==> config.mk <==
export PLATFORM = sky130hd
export DESIGN_NAME = pdp8lptrfeed
export DESIGN_NICKNAME = d
export VERILOG_FILES = /design/src/rtl/pdp8lptrfeed.sv
export SDC_FILE = /design/constraint.sdc
export NUM_CORES = 1
export LEC_CHECK = 0
export ABC_CLOCK_PERIOD_IN_PS = 4500
export CAP_MARGIN = 20
export CORE_UTILIZATION = 57
export DETAILED_ROUTE_END_ITERATION = 10
export GPL_ROUTABILITY_DRIVEN = 0
export PLACE_DENSITY = 0.79
export SLEW_MARGIN = 10
export SYNTH_ARGS = -nofsm -noshare
export SYNTH_HDL_FRONTEND = slang
export SYNTH_SLANG_ARGS = --single-unit
export TNS_END_PERCENT = 5
==> constraint.sdc <==
create_clock -name CLOCK -period 4.5 [get_ports CLOCK]
set_clock_uncertainty 0.05 [all_clocks]
set_input_delay 0.9 -clock CLOCK [delete_from_list [all_inputs] [get_ports CLOCK]]
set_output_delay 0.9 -clock CLOCK [all_outputs]
set_load 0.01 [all_outputs]
==> src/rtl/pdp8lptrfeed.sv <==
// Paper-tape feeder for the PDP-8/L reader interface: ARM-filled 16-byte FIFO,
// delivering one byte per reader step request after a programmable pace delay.
module pdp8lptrfeed (
  input  logic        CLOCK,
  input  logic        RESET,
  input  logic        armwrite,
  input  logic [1:0]  armraddr,
  input  logic [1:0]  armwaddr,
  input  logic [31:0] armwdata,
  output logic [31:0] armrdata,
  input  logic        stepreq,
  output logic        stepack,
  output logic        ldstrobe,
  output logic [7:0]  lddata
);

  localparam int unsigned DEPTH  = 16;
  localparam int unsigned PTR_W  = 4;
  localparam int unsigned CNT_W  = 5;
  localparam int unsigned PACE_W = 20;
  localparam int unsigned DATA_W = 8;

  typedef enum logic {IDLE, WAIT} state_t;

  state_t              state_q, state_d;
  logic [PACE_W-1:0]   cnt_q, cnt_d;
  logic [PACE_W-1:0]   pace_q, pace_d;
  logic                enable_q, enable_d;
  logic                ovf_q, ovf_d;
  logic                stepack_q, stepack_d;
  logic                ldstrobe_q, ldstrobe_d;
  logic [DATA_W-1:0]   lddata_q, lddata_d;
  logic [PTR_W-1:0]    wptr_q, wptr_d;
  logic [PTR_W-1:0]    rptr_q, rptr_d;
  logic [CNT_W-1:0]    count_q, count_d;
  logic [DATA_W-1:0]   mem_q [DEPTH];

  logic                full, empty, wr_fifo, push_ok, flush, pop;
  logic [DATA_W-1:0]   head;
  logic                unused_wdata;

  assign full         = (count_q == CNT_W'(DEPTH));
  assign empty        = (count_q == '0);
  assign head         = empty ? '0 : mem_q[rptr_q];
  assign wr_fifo      = armwrite && (armwaddr == 2'd1);
  assign push_ok      = wr_fifo && !full;
  assign flush        = armwrite && (armwaddr == 2'd3) && armwdata[1];
  assign unused_wdata = ^armwdata[31:PACE_W];

  assign stepack  = stepack_q;
  assign ldstrobe = ldstrobe_q;
  assign lddata   = lddata_q;

  // State and control registers
  always_ff @(posedge CLOCK) begin
    if (RESET) begin
      state_q    <= IDLE;
      cnt_q      <= '0;
      pace_q     <= '0;
      enable_q   <= 1'b0;
      ovf_q      <= 1'b0;
      stepack_q  <= 1'b0;
      ldstrobe_q <= 1'b0;
      lddata_q   <= '0;
      wptr_q     <= '0;
      rptr_q     <= '0;
      count_q    <= '0;
    end else begin
      state_q    <= state_d;
      cnt_q      <= cnt_d;
      pace_q     <= pace_d;
      enable_q   <= enable_d;
      ovf_q      <= ovf_d;
      stepack_q  <= stepack_d;
      ldstrobe_q <= ldstrobe_d;
      lddata_q   <= lddata_d;
      wptr_q     <= wptr_d;
      rptr_q     <= rptr_d;
      count_q    <= count_d;
    end
  end

  // FIFO storage needs no reset; count gates every read
  always_ff @(posedge CLOCK) begin
    if (push_ok && !RESET) mem_q[wptr_q] <= armwdata[DATA_W-1:0];
  end

  // Next-state: pacing FSM, then flush override, then register writes and FIFO pointers
  always_comb begin
    state_d    = state_q;
    cnt_d      = cnt_q;
    stepack_d  = 1'b0;
    ldstrobe_d = 1'b0;
    lddata_d   = lddata_q;
    pop        = 1'b0;
    pace_d     = pace_q;
    enable_d   = enable_q;
    ovf_d      = ovf_q;
    wptr_d     = wptr_q;
    rptr_d     = rptr_q;
    count_d    = count_q;

    case (state_q)
      IDLE: begin
        if (enable_q && stepreq && !empty) begin
          state_d   = WAIT;
          stepack_d = 1'b1;
          cnt_d     = pace_q;
        end
      end
      WAIT: begin
        if (!enable_q) begin
          state_d = IDLE;
        end else if (cnt_q == '0) begin
          ldstrobe_d = 1'b1;
          lddata_d   = head;
          pop        = 1'b1;
          state_d    = IDLE;
        end else begin
          cnt_d = cnt_q - PACE_W'(1);
        end
      end
      default: state_d = IDLE;
    endcase

    if (flush) begin
      state_d    = IDLE;
      cnt_d      = '0;
      stepack_d  = 1'b0;
      ldstrobe_d = 1'b0;
      lddata_d   = lddata_q;
      pop        = 1'b0;
    end

    if (armwrite && (armwaddr == 2'd2)) pace_d = armwdata[PACE_W-1:0];
    if (armwrite && (armwaddr == 2'd3)) begin
      enable_d = armwdata[0];
      if (armwdata[2]) ovf_d = 1'b0;
    end
    if (wr_fifo && full) ovf_d = 1'b1;

    if (push_ok) wptr_d = wptr_q + PTR_W'(1);
    if (pop)     rptr_d = rptr_q + PTR_W'(1);
    count_d = count_q + CNT_W'(push_ok) - CNT_W'(pop);

    if (flush) begin
      wptr_d  = '0;
      rptr_d  = '0;
      count_d = '0;
    end
  end

  // ARM register read mux
  always_comb begin
    armrdata = '0;
    case (armraddr)
      2'd0: armrdata = 32'h5046_1001;
      2'd1: begin
        armrdata[31]    = full;
        armrdata[30]    = empty;
        armrdata[29]    = ovf_q;
        armrdata[28]    = (state_q != IDLE);
        armrdata[20:16] = count_q;
        armrdata[7:0]   = head;
      end
      2'd2: armrdata[PACE_W-1:0] = pace_q;
      2'd3: armrdata[0] = enable_q;
      default: armrdata = '0;
    endcase
  end

endmodule

==> Word level (Yosys, flattened, before mapping) <==
Memories as Yosys holds them, arrays and structs flattened. A register that Yosys moved wholly into a read port is not among the register bits.
Index checks and enable logic that the tools add are counted.
{ "totals": {"latchBits": 0, "n_memories": 1, "mem_bits_rw": 128, "rom_bits": 0, "ff_bits": 66} }
{ "mem_list": {"columns": ["memory", "words", "width", "rd", "rd_clocked_by_memory_dff", "wr", "line", "text"], "rows": [
  ["mem_q", 16, 8, 1, 1, 1, "36", "logic [DATA_W-1:0] mem_q [DEPTH];"]
]} }
{ "classes": {"n_mul": 0, "n_eq_ne": 10, "n_shift": 0, "mux": 27, "bitwise": 2, "n_reduce_logical": 22, "n_addsub": 5, "div_mod_pow": 0, "order_cmp": 0} }
{ "op_table": {"columns": ["op", "n"], "rows": [
  ["$mux 20", 3],
  ["$pmux 20 s2", 1],
  ["$logic_not 20->1", 1],
  ["$sub 20x1->20 const B", 1],
  ["$pmux 8 s2", 1],
  ["$pmux 7 s2", 1],
  ["$mux 1", 13],
  ["$pmux 4 s3", 1],
  ["$logic_and 1x1->1", 9],
  ["$add 4x1->4 const B", 2],
  ["$eq 2x2->1 const B", 4],
  ["$mux 4", 2],
  ["$mux 8", 1],
  ["$pmux 4 s2", 1],
  ["$add 5x1->5", 1],
  ["$eq 5x5->1 const B", 1],
  ["$logic_not 5->1", 1],
  ["$sub 5x1->5", 1],
  ["$eq 2x1->1 const B", 2],
  ["$ne 2x2->1 const B", 2],
  ["$pmux 1 s4", 1],
  ["$reduce_and 4->1", 1],
  ["$reduce_bool 2->1", 2],
  ["$logic_not 1->1", 3],
  ["other kinds (9)", 10]
]} }

==> Depth between registers and ports, before layout <==
{ "logic_depth": {"word_depth": 7, "mapped_depth": 14, "mapped_depth_nobuf": 13} }

==> Least setup slack after synthesis <==
No wires, ideal clock.
{ "synth_timing": {"path_type": "register -> register", "start": "register cnt_q[0]", "end": "register count_q[4]", "n_path_buf": 1, "setup_slack_ps": 1298, "synth_period_minus_slack_ps": 3202, "setup_ps": 128, "path_stages_with_launch": 15, "t_arrival_ps": 3025, "cell_sequence": "dfxtp_1 -> inv_1 -> ha_1 -> or3b_2 -> or4_4 -> nor3_2 -> buf_2 -> xor2_1 -> ha_1 -> fa_1 -> a21oi_1 -> nor2_1 -> nor2_1 -> xnor2_1 -> nor2_1"} }
{ "synth_via": {"elab_chain_len": 6} }
{ "synth_rtl": {"columns": ["element", "line", "text"], "rows": [
  ["start, declared", "26", "logic [PACE_W-1:0] cnt_q, cnt_d;"],
  ["start signal, assigned", "70", "cnt_q <= cnt_d;"],
  ["$logic_not 20->1", "114", "end else if (cnt_q == '0) begin"],
  ["$mux 1", "114", null],
  ["$mux 1 (3 in series)", null, null],
  ["$sub 5x1->5", "144", "count_d = count_q + CNT_W'(push_ok) - CNT_W'(pop);"],
  ["end signal, assigned", "79", "count_q <= count_d;"],
  ["end, declared", "35", "logic [CNT_W-1:0] count_q, count_d;"]
]} }
Every way passes these cells.
A chain may end at the register's enable or synchronous reset.

==> results_dict.tcl <==
set metrics [dict create \
    outcome "complete, but fails checks" \
    violations "design-rule violations" \
    clkTransAtPathRegs_ns 0.07 \
    synth_cell_types 63 \
    mostFrequentLayoutCells "edfxtp_1, nand2_1, dfxtp_1" \
    endpoint_kind "output port" \
    drv_slew 0 \
    antenna_found_initial 0 \
    yosysSeqAreaShare 0.609 \
    viasPerCell 6.18 \
    die_h_um 125 \
    total_power_mw 3.65 \
    relSlewSlack 0.247 \
    cts_hold_buf 0 \
    dpl.cell_count 924 \
    num_vias 5925 \
    syn_area_sq_um 8620 \
    grt_pass1_vias 5627 \
    worstPathCellList "buf_4, mux4_2, a22o_1, a31oi_1, o21ai_0, clkdlybuf4s50_1" \
    drc 13 \
    nNetsFinal 819 \
    rsz0062_at_grt "no" \
    multi_input_area_sq_um 3070 \
    powerDensity_nw_per_um2 363 \
    clock-sinks 198 \
    core-area_sq_um 14600 \
    period_share 0.924 \
    layout-drive-gt1-share 0.133 \
    drt_first_pass_iters 10 \
    grt_max_degree 33 \
    clock_latency_ns 0.43 \
    rows 44 \
    cts_setup_buffers 0 \
    cp.arrival_ns 3.21 \
    dieArea_sq_um 15600 \
    cap_violations 0 \
    drt-initial-drc-count 684 \
    overflow 0 \
    ios 82 \
    clockBufferDepth 2 \
    tns_ns 0 \
    antenna_cells 0 \
    crit_type "register to output port" \
    track_usage 0.264 \
    register_area_sq_um 5250 \
    start_kind "register" \
    cts_root_buffer "clkbuf_16" \
    cts_htree_levels 4 \
    tightest_slew_ns 1.11 \
    ys.flop_type "edfxtp_1" \
    grt_pass1_wl_mm 31.1 \
    nFillCells 988 \
    p_leak_nw 3.39 \
    critPathMaxFanout 29 \
    cp.required_ns 3.55 \
    yosys_warnings 0 \
    cts_made_buffers 17 \
    syn2layout_area_growth_pct 16.7 \
    ir_drop_v 0.000320 \
    min_period_ns 4.16 \
    syn_inst 700 \
    fp.dieW_um 125 \
    totalWireLength_mm 20.3 \
    hp-class "register to register" \
    syn_avg_cell_area_sq_um 12.3 \
    wl_per_cell_um 21.2 \
    fin_util 0.687 \
    setup_viol 0 \
    port_buffers 63 \
    cts_tree "done" \
    layoutNonFillerInstCount 958 \
    fmax_mhz 240 \
    hold_viol 0 \
    synth_edf_count 128 \
    final_antenna_net_count 0 \
    cp_slowest_cell "dfxtp_2" \
    dpl.hpwl_mm 13.4 \
    layout_commonest_cell "edfxtp_1" \
    initial_utilization 0.588 \
    cp_slowest_stage_delay_ns 0.86 \
    synthArstFlopShare 0 \
    synth_seq_cells 198 \
    cts.repair.resized 0 \
]
==> cell families (layout without fill, tap and decap cells) <==
group | Yosys count | after routing | share of synthesized area
AND/OR/NAND/NOR | 211 | 211 | 0.123
flip-flops | 198 | 198 | 0.609
AO/OA/AOI/OAI | 144 | 144 | 0.110
buffers and inverters | 75 | 144 | 0.0369
multiplexers | 42 | 42 | 0.0826
adder cells (fa/ha/maj) | 18 | 18 | 0.0270
XOR/XNOR | 11 | 11 | 0.0112
other | 1 | 6 | 0.000435
==> Yosys cell counts (6+ instances only) <==
master / count / area (sq um)
edfxtp_1: 128 / 3840
dfxtp_1: 70 / 1400
a21oi_1: 52 / 260
inv_1: 26 / 97.6
nor3_1: 12 / 60.1
a221oi_1: 9 / 78.8
buf_4: 7 / 52.6
nand3_1: 7 / 35.0
nor2_1: 46 / 173
mux2i_1: 7 / 70.1
nand2_1: 72 / 270
mux2_2: 13 / 146
and2_1: 15 / 93.8
o21ai_0: 28 / 140
o221ai_1: 6 / 52.6
mux4_2: 22 / 495
ha_1: 17 / 213
xnor2_1: 7 / 61.3
nor4_1: 8 / 50.1
nor2b_1: 13 / 81.3
clkbuf_1: 33 / 124
o32ai_1: 9 / 78.8
==> per-stage QoR <==
step | area, sq um | setup slack (ns) | hold slack [ns]
2_1_floorplan | 8640 | 1.30 | 0.390
3_3_place_gp | 9430 | 0.540 | 0.404
3_5_place_dp | 9430 | 0.438 | 0.415
4_1_cts | 10000 | 0.370 | 0.427
5_1_grt | 10100 | 0.243 | 0.450
6_report | 10100 | 0.341 | 0.420
==> final cells by class <==
| cell class | count | share of cell area |
|---|---|---|
| clock buffers | 18 | 0.0427 |
| clock inverters | 14 | 0.0161 |
| inverters | 27 | 0.0101 |
| multi-input cells | 432 | 0.306 |
| flip-flops and latches | 198 | 0.522 |
| well taps | 184 | 0.0229 |
| repair buffers | 85 | 0.0809 |
==> registers in the layout, summed over array words and instances, names as in the netlist, named ones only <==
register,flops
state_q,1
lddata,8
ovf_q,1
ldstrobe,1
mem_q,128
stepack,1
count_q,5
wptr_q,4
pace_q,20
enable_q,1
cnt_q,20
rptr_q,4
==> report_power, final <==
part / internal [mW] / switching (mW)
Clock: 0.791 / 0.706
Combinational: 0.0842 / 0.113
Sequential: 1.94 / 0.0151
Total: 2.82 / 0.834
==> metal layers <==
layer	GRT usage	wire, um	part of all wire
met3	0.0377	1410	0.069
met2	0.426	9830	0.48
met4	0.0875	371	0.018
met1	0.375	8660	0.43
met5	0	0	0
==> final timing paths <==
| check | start | to | slack (ns) | depth (start not counted) |
|---|---|---|---|---|
| max reg2reg | cnt_q[12]$_SDFFE_PP0P_ | count_q[4]$_SDFF_PP0_ | 0.86 | 12 |
| min | pace_q[11]$_SDFFE_PP0P_ | pace_q[11]$_SDFFE_PP0P_ | 0.42 | 2 |
| min reg2reg | pace_q[11]$_SDFFE_PP0P_ | pace_q[11]$_SDFFE_PP0P_ | 0.42 | 2 |
| max | register | armrdata[0] | 0.34 | 6 |
==> critical path, delay by kind of cell, from the launching register on <==
family	cells	cell delay, ns
AO/OA/AOI/OAI	3	0.81
buffers and inverters	2	0.79
flip-flops	1	0.86
multiplexers	1	0.31
(Power assumes the default switching activity.)
